**src/rtl/fetch_stage.sv**
```systemverilog
// Instruction fetch stage: drives one outstanding instruction-memory request.
// Fetched words go into the IF/ID register, with stall buffering and redirect flushing.
module fetch_stage #(
    parameter logic [31:0] RESET_PC = 32'h0000_0000,
    parameter logic [31:0] NOP_INST = 32'h0000_0013
) (
    input  logic        clk,
    input  logic        rst_n,
    output logic        imem_req,
    output logic [31:0] imem_addr,
    input  logic        imem_ready,
    input  logic [31:0] imem_rdata,
    input  logic        stall,
    input  logic        redirect,
    input  logic [31:0] redirect_pc,
    output logic        id_valid,
    output logic [31:0] id_inst,
    output logic [31:0] id_pc,
    output logic [31:0] id_pc_plus4
);

    typedef enum logic [1:0] {IDLE, FETCH, HOLD, DROP} state_t;

    state_t      state_reg;
    logic [31:0] pc_reg;
    logic [31:0] buf_inst_reg;
    logic [31:0] buf_pc_reg;
    logic [31:0] pending_pc_reg;
    logic        req_reg;
    logic        id_valid_reg;
    logic [31:0] id_inst_reg;
    logic [31:0] id_pc_reg;
    logic [31:0] id_pc_plus4_reg;

    logic [31:0] redirect_tgt;
    logic [31:0] pc_plus4;
    logic [31:0] buf_pc_plus4;

    assign redirect_tgt = redirect_pc & 32'hFFFF_FFFC;
    assign pc_plus4     = pc_reg + 32'd4;
    assign buf_pc_plus4 = buf_pc_reg + 32'd4;

    assign imem_req    = req_reg;
    assign imem_addr   = pc_reg;
    assign id_valid    = id_valid_reg;
    assign id_inst     = id_inst_reg;
    assign id_pc       = id_pc_reg;
    assign id_pc_plus4 = id_pc_plus4_reg;

    always_ff @(posedge clk or negedge rst_n) begin
        if (!rst_n) begin
            state_reg       <= IDLE;
            pc_reg          <= RESET_PC;
            buf_inst_reg    <= 32'd0;
            buf_pc_reg      <= 32'd0;
            pending_pc_reg  <= 32'd0;
            req_reg         <= 1'b0;
            id_valid_reg    <= 1'b0;
            id_inst_reg     <= NOP_INST;
            id_pc_reg       <= 32'd0;
            id_pc_plus4_reg <= 32'd0;
        end else begin
            // A redirect always flushes IF/ID, regardless of stall.
            if (redirect) begin
                id_valid_reg    <= 1'b0;
                id_inst_reg     <= NOP_INST;
                id_pc_reg       <= 32'd0;
                id_pc_plus4_reg <= 32'd0;
            end
            case (state_reg)
                IDLE: begin
                    if (redirect)
                        pc_reg <= redirect_tgt;
                    state_reg <= FETCH;
                    req_reg   <= 1'b1;
                end
                FETCH: begin
                    if (redirect) begin
                        if (imem_ready) begin
                            pc_reg <= redirect_tgt;
                        end else begin
                            pending_pc_reg <= redirect_tgt;
                            state_reg      <= DROP;
                        end
                    end else if (imem_ready) begin
                        pc_reg <= pc_plus4;
                        if (!stall) begin
                            id_valid_reg    <= 1'b1;
                            id_inst_reg     <= imem_rdata;
                            id_pc_reg       <= pc_reg;
                            id_pc_plus4_reg <= pc_plus4;
                        end else begin
                            buf_inst_reg <= imem_rdata;
                            buf_pc_reg   <= pc_reg;
                            state_reg    <= HOLD;
                            req_reg      <= 1'b0;
                        end
                    end else if (!stall) begin
                        id_valid_reg    <= 1'b0;
                        id_inst_reg     <= NOP_INST;
                        id_pc_reg       <= 32'd0;
                        id_pc_plus4_reg <= 32'd0;
                    end
                end
                HOLD: begin
                    if (redirect) begin
                        pc_reg    <= redirect_tgt;
                        state_reg <= FETCH;
                        req_reg   <= 1'b1;
                    end else if (!stall) begin
                        id_valid_reg    <= 1'b1;
                        id_inst_reg     <= buf_inst_reg;
                        id_pc_reg       <= buf_pc_reg;
                        id_pc_plus4_reg <= buf_pc_plus4;
                        state_reg       <= FETCH;
                        req_reg         <= 1'b1;
                    end
                end
                DROP: begin
                    // The old request must still complete; its data is thrown away.
                    if (redirect)
                        pending_pc_reg <= redirect_tgt;
                    if (imem_ready) begin
                        pc_reg    <= redirect ? redirect_tgt : pending_pc_reg;
                        state_reg <= FETCH;
                    end
                    if (!redirect && !stall) begin
                        id_valid_reg    <= 1'b0;
                        id_inst_reg     <= NOP_INST;
                        id_pc_reg       <= 32'd0;
                        id_pc_plus4_reg <= 32'd0;
                    end
                end
                default: begin
                    state_reg <= IDLE;
                    req_reg   <= 1'b0;
                end
            endcase
        end
    end

endmodule

```
**config.mk**
```make
export PLATFORM = sky130hd
export DESIGN_NAME = fetch_stage
export DESIGN_NICKNAME = d
export VERILOG_FILES = /design/src/rtl/fetch_stage.sv
export SDC_FILE = /design/constraint.sdc
export NUM_CORES = 1
export LEC_CHECK = 0
export ABC_AREA = 1
export CAP_MARGIN = 20
export CORE_MARGIN = 8
export CORE_UTILIZATION = 50
export CTS_BUF_LIST = sky130_fd_sc_hd__clkbuf_16
export CTS_CLUSTER_DIAMETER = 80
export CTS_CLUSTER_SIZE = 20
export DETAILED_ROUTE_END_ITERATION = 7
export PLACE_DENSITY = 0.81
export SLEW_MARGIN = 5
export SYNTH_ARGS = -nofsm -noshare
export SYNTH_HDL_FRONTEND = slang
export SYNTH_SLANG_ARGS = --single-unit
export TNS_END_PERCENT = 10
```
**constraint.sdc**
```tcl
create_clock -name clk -period 2.7 [get_ports clk]
set_input_delay 0.405 -clock clk [delete_from_list [all_inputs] [get_ports clk]]
set_output_delay 0.405 -clock clk [all_outputs]
set_load 0.01 [all_outputs]
```
==> metrics.cfg, run 1 <==
[sta]
skew_ns = 0.0205
relSlewSlack_pct = 50.2
hold_violations = 0
setup_viol = 0
rsz0062_at_grt = false
fin_crit_sh_pct = 79.5
tns_ns = 0
tightest_slew_ns = 0.739
slew_violations = 0
setup_slack_ns = 0.553
max_freq_mhz = 466
finalCriticalPeriod_ns = 2.15

[critical_path]
path_buf_inv = 1
cpLargestDelayFamily = buffers and inverters
worst-path-stages = 1
cp.arrival_ns = 1.74
slowest_delay_ns = 0.64
cp-end-kind = output port
ff2ff_path_depth = 9
cp_slowest_cell = clkdlybuf4s50_1
startpoint_type = flop
critical_path_class = reg -> out
cp_cell_sequence = clkdlybuf4s50_1
required_ns = 2.30
cp_max_fo = 7

[power_and_ir_drop]
leakage_nw = 6.56
finalPower_w = 0.0136
irDropWorstVdd_uv = 481
p_per_area_mw_per_mm2 = 908

[clock_tree]
cts_hold_buf = 1
cts_tree = done
cts_buffers = 15
cts_sinks = 228
cts_root_buffer = clkbuf_16
clockBufferDepth = 3
path_clk_slew_ns = 0.09
clkLatencyLatePin_ns = 0.49
h-tree-depth = 1
cts_setup_buffers = 0
post_cts_resized = 0

[global_route]
antenna_found_initial = 1
grt_pass1_wl_um = 66600
overflow = 0
grt_max_degree = 95
grt_usage_pct = 29.2
grt_pass1_vias = 11740

[synth]
synth_nets = 1635
ys_async_sr_fraction_pct = 100
yosys_warnings = 0
synth.avg_cell_area_um2 = 7.75
synthFlopType = dfrtp_1
ys_top_cells_by_area = dfrtp_1 (46%), nand2_1 (11%), nand3_1 (6.5%), inv_1 (5.1%), nor2_1 (4.4%)
synth_largest_area_cell = dfrtp_1
synth_edf_count = 0
synth_top_cells_by_count = nand2_1 (347), dfrtp_1 (225), inv_1 (163)
yosys.area.top_type_share_pct = 46.5
syn_inst = 1564
ys_seq_area_share_pct = 47.1
ys_ff_latch = 228
synthesis.area_mm2 = 0.0121
synthDistinctLibCells = 43
synth_most_common_cell = nand2_1

[detailed_routing]
wl_um = 43000
ant_nets = 0
vias_per_cell = 5.86
firstDrtPassIters = 5
drc = 0
wl_per_cell_um = 20.8
drt_iter0_drc = 1355
vias = 12112

[floorplanning]
start_util_pct = 50.4
num_io_pins = 199
coreArea_mm2 = 0.0240
fp.dieW_um = 172
core.rowCount = 57
die_h_um = 172
dieArea_mm2 = 0.0295

[placed_design]
gp_congestion = 0.968
dp_hpwl_um = 32500
placed_area_mm2 = 0.0145
io_buffers = 196
pre_cts_ws_ns = 0.100

[final_layout]
drive_above_1_share_pct = 5.45
post-route-util_pct = 62.3
area_growth_pct = 23.6
fin_nets = 1806
fin_area_mm2 = 0.0150

[hold_path]
hold_path_class = in -> async

[run]
maxCapViolCount = 0

[status]
outcome = finished clean

layout make-up:
type	count	area (um^2)
antenna	1	2.50
clock buffer	15	375
clock inverter	9	92.6
fill	2148	9050
inverter	173	651
multi-input combinational	1079	5330
sequential	228	5710
tap	324	405
timing repair buffer	238	2410
worst register-to-register path: stages, from the launching register on:
cell and delay, ns:
dfrtp_1 0.60, nand3_1 0.24, nor2_1 0.24, nand2_1 0.12, nor2_4 0.18, nand4_1 0.13, nand3_1 0.13, nand2_1 0.08
nor2_1 0.24, nor2_1 0.07
per-stage QoR:
| stage | std cells | hold WS (ns) |
|---|---|---|
| after floorplan | 1564 | 0.109 |
| after global placement | 2041 | 0.336 |
| after detailed placement | 2041 | 0.335 |
| after CTS | 2066 | 0.411 |
| after global routing | 2067 | 0.436 |
| final | 2067 | 0.400 |
routing by layer:
layer / vias up / routed length [um] / global-route usage (%)
met4: 0 / 1410 / 9.49
li1: 5608 / - / -
met5: - / 0 / 0
met2: 634 / 19500 / 45.9
met1: 5787 / 17700 / 40.0
met3: 83 / 4350 / 5.42
final timing paths:
| kind | startpoint | end | slack [ns] |
|---|---|---|---|
| worst max-delay path | imem_addr[26] | imem_addr[26] | 0.55 |
| worst min-delay path | rst_n | id_inst[14] | 0.40 |
| worst max register to register | imem_addr[16] | id_pc_plus4[26] | 0.56 |
| worst min register to register | buf_inst_reg[1] | buf_inst_reg[1] | 0.49 |
| max in group asynchronous | rst_n | id_inst[4] | 1.44 |
| min in group clk | buf_inst_reg[1] | buf_inst_reg[1] | 0.49 |
where the power goes:
part	leakage [nW]	internal (W)	switching [W]
clock	0.248	0.00121	0.00119
sequential	2.88	0.00451	0.00109
combinational	3.43	0.00208	0.00352
total	6.56	0.00780	0.00580
layout by cell type, fill, tap and decap left out, drive strengths merged, types with 40 or more instances in the layout:
| cell type | instances |
|---|---|
| o211ai | 40 |
| nand2 | 349 |
| clkdlybuf4s50 | 195 |
| o21ai | 123 |
| inv | 178 |
| a21oi | 104 |
| nor2 | 156 |
| dfrtp | 225 |
| buf | 42 |
| nand3 | 157 |
kinds of logic after synthesis:
| group | Yosys count | synth area share (%) |
|---|---|---|
| AND/OR/NAND/NOR | 698 | 24.5 |
| AO/OA/AOI/OAI | 367 | 18.3 |
| flip-flops | 228 | 47.1 |
| adder cells (fa/ha/maj) | 2 | 0.207 |
| XOR/XNOR | 9 | 0.651 |
| multiplexers | 3 | 0.279 |
| buffers and inverters | 257 | 8.91 |
(Power assumes the default switching activity.)
==> inputs of run 2 (changes only) <==
- clock period: 2.7 -> 2 ns (I/O delays scaled with it)
==> run 2 against run 1 <==
Effect of this change: utilization is 5.5 points higher; worst hold slack worse by 0.11 ns; critical path type is now reg -> reg; sequential share of layout area is 3.1 points lower; register-to-register slack worse by 0.55 ns; power is 45% higher; combinational power is 61% higher; via count is 4.8% higher.
==> metrics.cfg, run 2 (same netlist as run 1, synthesis figures left out) <==
[sta]
tns_ns = 0
relSlewSlack_pct = 53.2
rsz0062_at_grt = true
tightest_slew_ns = 0.695
slew_violations = 0
max_freq_mhz = 503
setup_viol = 0
fin_crit_sh_pct = 99.4
skew_ns = 0.0206
finalCriticalPeriod_ns = 1.99
hold_violations = 0

[critical_path]
cp.arrival_ns = 2.39
r2r_start = imem_addr[14]
cp_max_fo = 4
reg2reg_slack_ns = 0.01
rr_endpoint = id_pc_plus4[29]
startpoint_type = flop
cp-end-kind = flop
critical_path_class = reg -> reg
ff2ff_path_depth = 10
required_ns = 2.40

[placed_design]
io_buffers = 196
dp_hpwl_um = 34900
gp_congestion = 0.998
dp.cells = 2169
placed_area_mm2 = 0.0156

[global_route]
gr-usage-met3_pct = 5.76
grt_pass1_vias = 12190
gr-usage-met2_pct = 47.6
busiest_layer = met2
antenna_found_initial = 0
overflow = 0
grtUsageMet1_pct = 41.9
grt_pass1_wl_um = 69400
grt_usage_pct = 30.3
grt_max_degree = 63

[final_layout]
final_cells = 2208
layout_common_cells = nand2_1 (346), dfrtp_1 (222), clkdlybuf4s50_1 (195), inv_1 (167), buf_4 (157)
drive_above_1_share_pct = 13.6
fin_area_mm2 = 0.0163
fin_nets = 1946
final_common_cell = nand2_1
diodes = 0
area_growth_pct = 34.5

[detailed_routing]
wl_um = 45400
drt_iter0_drc = 1452
ant_nets = 0
drc = 0
firstDrtPassIters = 7
wl_per_cell_um = 20.6
vias = 12690
vias_per_cell = 5.75

[power_and_ir_drop]
irDropWorstVdd_uv = 845
leakage_nw = 7.30
p_per_area_mw_per_mm2 = 1210

[hold_path]
hold_path_class = in -> async

[floorplanning]
dieArea_mm2 = 0.0295
fp.dieW_um = 172
coreArea_mm2 = 0.0240
die_h_um = 172
start_util_pct = 50.4
num_io_pins = 199
core.rowCount = 57

[clock_tree]
cts_sinks = 228
path_clk_slew_ns = 0.09
cts_root_buffer = clkbuf_16
clockBufferDepth = 3
h-tree-depth = 1
cts_buffers = 16
cts_tree = done
clkLatencyLatePin_ns = 0.51

[status]
outcome = finished clean

[run]
maxCapViolCount = 0

run 2: cell types whose count changed in the layout (fill, tap and decap cells not counted), moves of 3 or more:
cell | previous run | this run
nand3_2 | 0 | 4
dfrtp_1 | 225 | 222
nor2_1 | 141 | 133
buf_12 | 10 | 21
nand3_1 | 157 | 153
nor2_2 | 10 | 16
dfrtp_2 | 0 | 3
buf_4 | 31 | 157
run 2: timing repair:
| item | 4_1_cts | 5_1_grt |
|---|---|---|
| endpoints found under the hold margin | 49 | 0 |
| buffers inserted | 0 | 12 |
| setup endpoints to repair | 59 | 43 |
| resized for setup | 3 | 24 |
| gates cloned | 0 | 0 |
| pin swaps | 0 | 12 |
| hold buffers | 1 | 0 |
run 2: power breakdown:
group	internal, W	total, W	leakage, nW	switching (W)
Combinational	0.00368	0.00900	4.15	0.00533
Sequential	0.00610	0.00730	2.88	0.00120
Clock	0.00170	0.00344	0.266	0.00174
run 2: how the worst max path moves through the flow:
stage          depth (start not counted)              end     startpoint
6_report                              10  id_pc_plus4[29]  imem_addr[14]
5_1_grt                               11  id_pc_plus4[16]  buf_pc_reg[2]
4_1_cts                               12  id_pc_plus4[26]  buf_pc_reg[2]
3_5_place_dp                           8        id_pc[23]       redirect
3_3_place_gp                           9  id_pc_plus4[15]       redirect
2_1_floorplan                         12  id_pc_plus4[20]   imem_addr[2]
run 2: area by class of cell:
class,instances,area [um^2]
fill,1988,7740
sequential,228,5710
multi-input combinational,1079,5420
timing repair buffer,377,3600
inverter,173,651
clock buffer,17,425
tap,324,405
clock inverter,10,83.8
run 2: through the flow:
step | util (%) | setup WS (ns) | hold WS, ns | power, W
floorplan | - | 0.373 | 0.00441 | 0.0114
global placement | 64.8 | -0.158 | 0.251 | 0.0158
detailed placement | 64.8 | -0.257 | 0.254 | 0.0161
CTS | 67.1 | -0.0204 | 0.314 | 0.0195
global route | 67.8 | -0.0482 | 0.341 | 0.0208
finish | 67.8 | 0.0112 | 0.294 | 0.0197
run 2: per-layer routing:
layer  up-vias  wire length, um
met5         -                0
met4         0             1400
met3        73             4340
met2       632            20700
met1      6110            19000
li1       5875                -
run 2: critical path, cell delays in order (launching register included):
cell and delay [ns]:
dfrtp_1 0.46, buf_4 0.17, nand2_1 0.08, nor2_1 0.32, nand2_1 0.12, nor2_1 0.17, nand3_1 0.11, nand3_1 0.10
nand3_1 0.18, nand2_1 0.12, inv_1 0.04
==> inputs of run 3 (changes only) <==
- CELL_PAD_IN_SITES_DETAIL_PLACEMENT: not set -> 0
- CELL_PAD_IN_SITES_GLOBAL_PLACEMENT: not set -> 1
- CORE_UTILIZATION: 50 -> 40
- PLACE_DENSITY: 0.81 -> 0.86
==> run 3 against run 2 <==
Effect of this change: sequential power hardly changed; critical path type is now reg -> out; cell area is 1.5% higher; setup slack better by 0.025 ns; critical path depth is 8 lower; non-clock buffer count is 10 higher; register-to-register slack better by 0.04 ns; via count is 1.8% lower; global-route usage is 4.5 points lower; die area is 23% higher.
==> metrics.cfg, run 3 (same netlist as run 1, synthesis figures left out) <==
[critical_path]
path_buf_inv = 2
critical_path_class = reg -> out
cp_cell_sequence = buf_4 -> clkdlybuf4s50_1
cp.arrival_ns = 1.66
required_ns = 1.70
cp_slowest_cell = clkdlybuf4s50_1
cp_max_fo = 4
slowest_delay_ns = 0.56
cp-end-kind = output port
cpLargestDelayFamily = buffers and inverters
startpoint_type = flop

[sta]
finalCriticalPeriod_ns = 1.96
setup_slack_ns = 0.0359
hold_violations = 0
skew_ns = 0.0247
fin_crit_sh_pct = 98.2
max_freq_mhz = 509
tns_ns = 0
slew_violations = 0
tightest_slew_ns = 0.682
setup_viol = 0
rsz0062_at_grt = true
relSlewSlack_pct = 54.1

[power_and_ir_drop]
p_per_area_mw_per_mm2 = 1220
leakage_nw = 7.41
irDropWorstVdd_uv = 887

[detailed_routing]
firstDrtPassIters = 5
drc = 0
wl_per_cell_um = 20.8
ant_nets = 0
wl_um = 47600
vias_per_cell = 5.45
drt_iter0_drc = 1339
vias = 12464

[placed_design]
gp_congestion = 0.958
dp_hpwl_um = 36800
io_buffers = 196
pre_cts_ws_ns = -0.0891
placed_area_mm2 = 0.0159

[floorplanning]
start_util_pct = 40.8
coreArea_mm2 = 0.0297
core.rowCount = 63
dieArea_mm2 = 0.0361
fp.dieW_um = 190
die_h_um = 190
num_io_pins = 199

[final_layout]
area_growth_pct = 36.5
fillerInstances = 2855
layout_common_cells = nand2_1 (345), dfrtp_1 (221), clkdlybuf4s50_1 (193), inv_1 (166), buf_4 (165)
multi_input_area_mm2 = 0.00539
diodes = 0
fin_area_mm2 = 0.0165
final_common_cell = nand2_1
regArea_mm2 = 0.00571
drive_above_1_share_pct = 14.1
fin_nets = 1957

[clock_tree]
cts_buffers = 17
cts_tree = done
cts_sinks = 228
cts_root_buffer = clkbuf_16
cts_setup_buffers = 0
clkLatencyLatePin_ns = 0.52
path_clk_slew_ns = 0.09
clockBufferDepth = 3
h-tree-depth = 1

[global_route]
grt_pass1_wl_um = 73100
grt_pass1_vias = 12171
antenna_found_initial = 0
overflow = 0
grt_usage_pct = 25.8
grt_max_degree = 57

[run]
maxCapViolCount = 0

[hold_path]
hold_path_class = in -> async

[status]
outcome = finished clean

==> run 3: cell types whose count changed in the layout (fill, tap and decap cells not counted), moves of 2 or more <==
cell	before	now
nand3_1	153	155
bufinv_16	1	3
nand3_2	4	2
clkdlybuf4s50_1	195	193
buf_12	21	25
buf_4	157	165
buf_6	2	0
dlymetal6s2s_1	0	2
==> run 3: power breakdown <==
part / switching (W) / total, W / leakage [nW] / internal [W]
logic: 0.00531 / 0.00909 / 4.24 / 0.00378
registers: 0.00123 / 0.00733 / 2.88 / 0.00610
clock network: 0.00181 / 0.00378 / 0.296 / 0.00198
==> run 3: worst paths after layout <==
path / endpoint / startpoint / depth (start not counted) / slack [ns]
max in group asynchronous: id_inst[1] / rst_n / 3 / 0.93
max reg2reg: id_pc_plus4[31] / buf_pc_reg[2] / 12 / 0.05
max: imem_addr[13] / imem_addr[13] / 2 / 0.04
min in group clk: buf_inst_reg[2] / imem_rdata[2] / 3 / 0.36
min reg2reg: buf_inst_reg[1] / buf_inst_reg[1] / 1 / 0.49
min: id_pc[6] / rst_n / 2 / 0.31
==> run 3: area by class of cell <==
class | instances | area share [%]
inverters | 173 | 3.93
multi-input cells | 1079 | 32.6
repair buffers | 387 | 22.5
flip-flops and latches | 228 | 34.6
well taps | 390 | 2.95
clock inverters | 12 | 0.908
clock buffers | 17 | 2.57
==> run 3: layer usage <==
layer	GRT usage, %	vias up	share of wire [%]	wire length (um)
met5	0	-	0	0
met4	6.04	0	2.2	1070
met3	3.99	54	8.3	3960
met2	40.1	517	45	21300
met1	37.3	5985	45	21300
li1	-	5908	-	-
==> run 3: metrics by stage <==
step           hold WS, ns  instances  power [W]  utilization (%)
2_1_floorplan      0.00441       1564     0.0114                -
3_3_place_gp         0.269       2256     0.0162             53.5
3_5_place_dp         0.270       2256     0.0163             53.5
4_1_cts              0.312       2286     0.0202             55.5
5_1_grt              0.336       2286     0.0214             55.7
6_report             0.309       2286     0.0202             55.7
==> run 3: what timing repair did <==
action	4_1_cts	5_1_grt
hold buffers	1	0
setup endpoints to repair	5	20
endpoints found under the hold margin	47	0
resized for setup	5	18
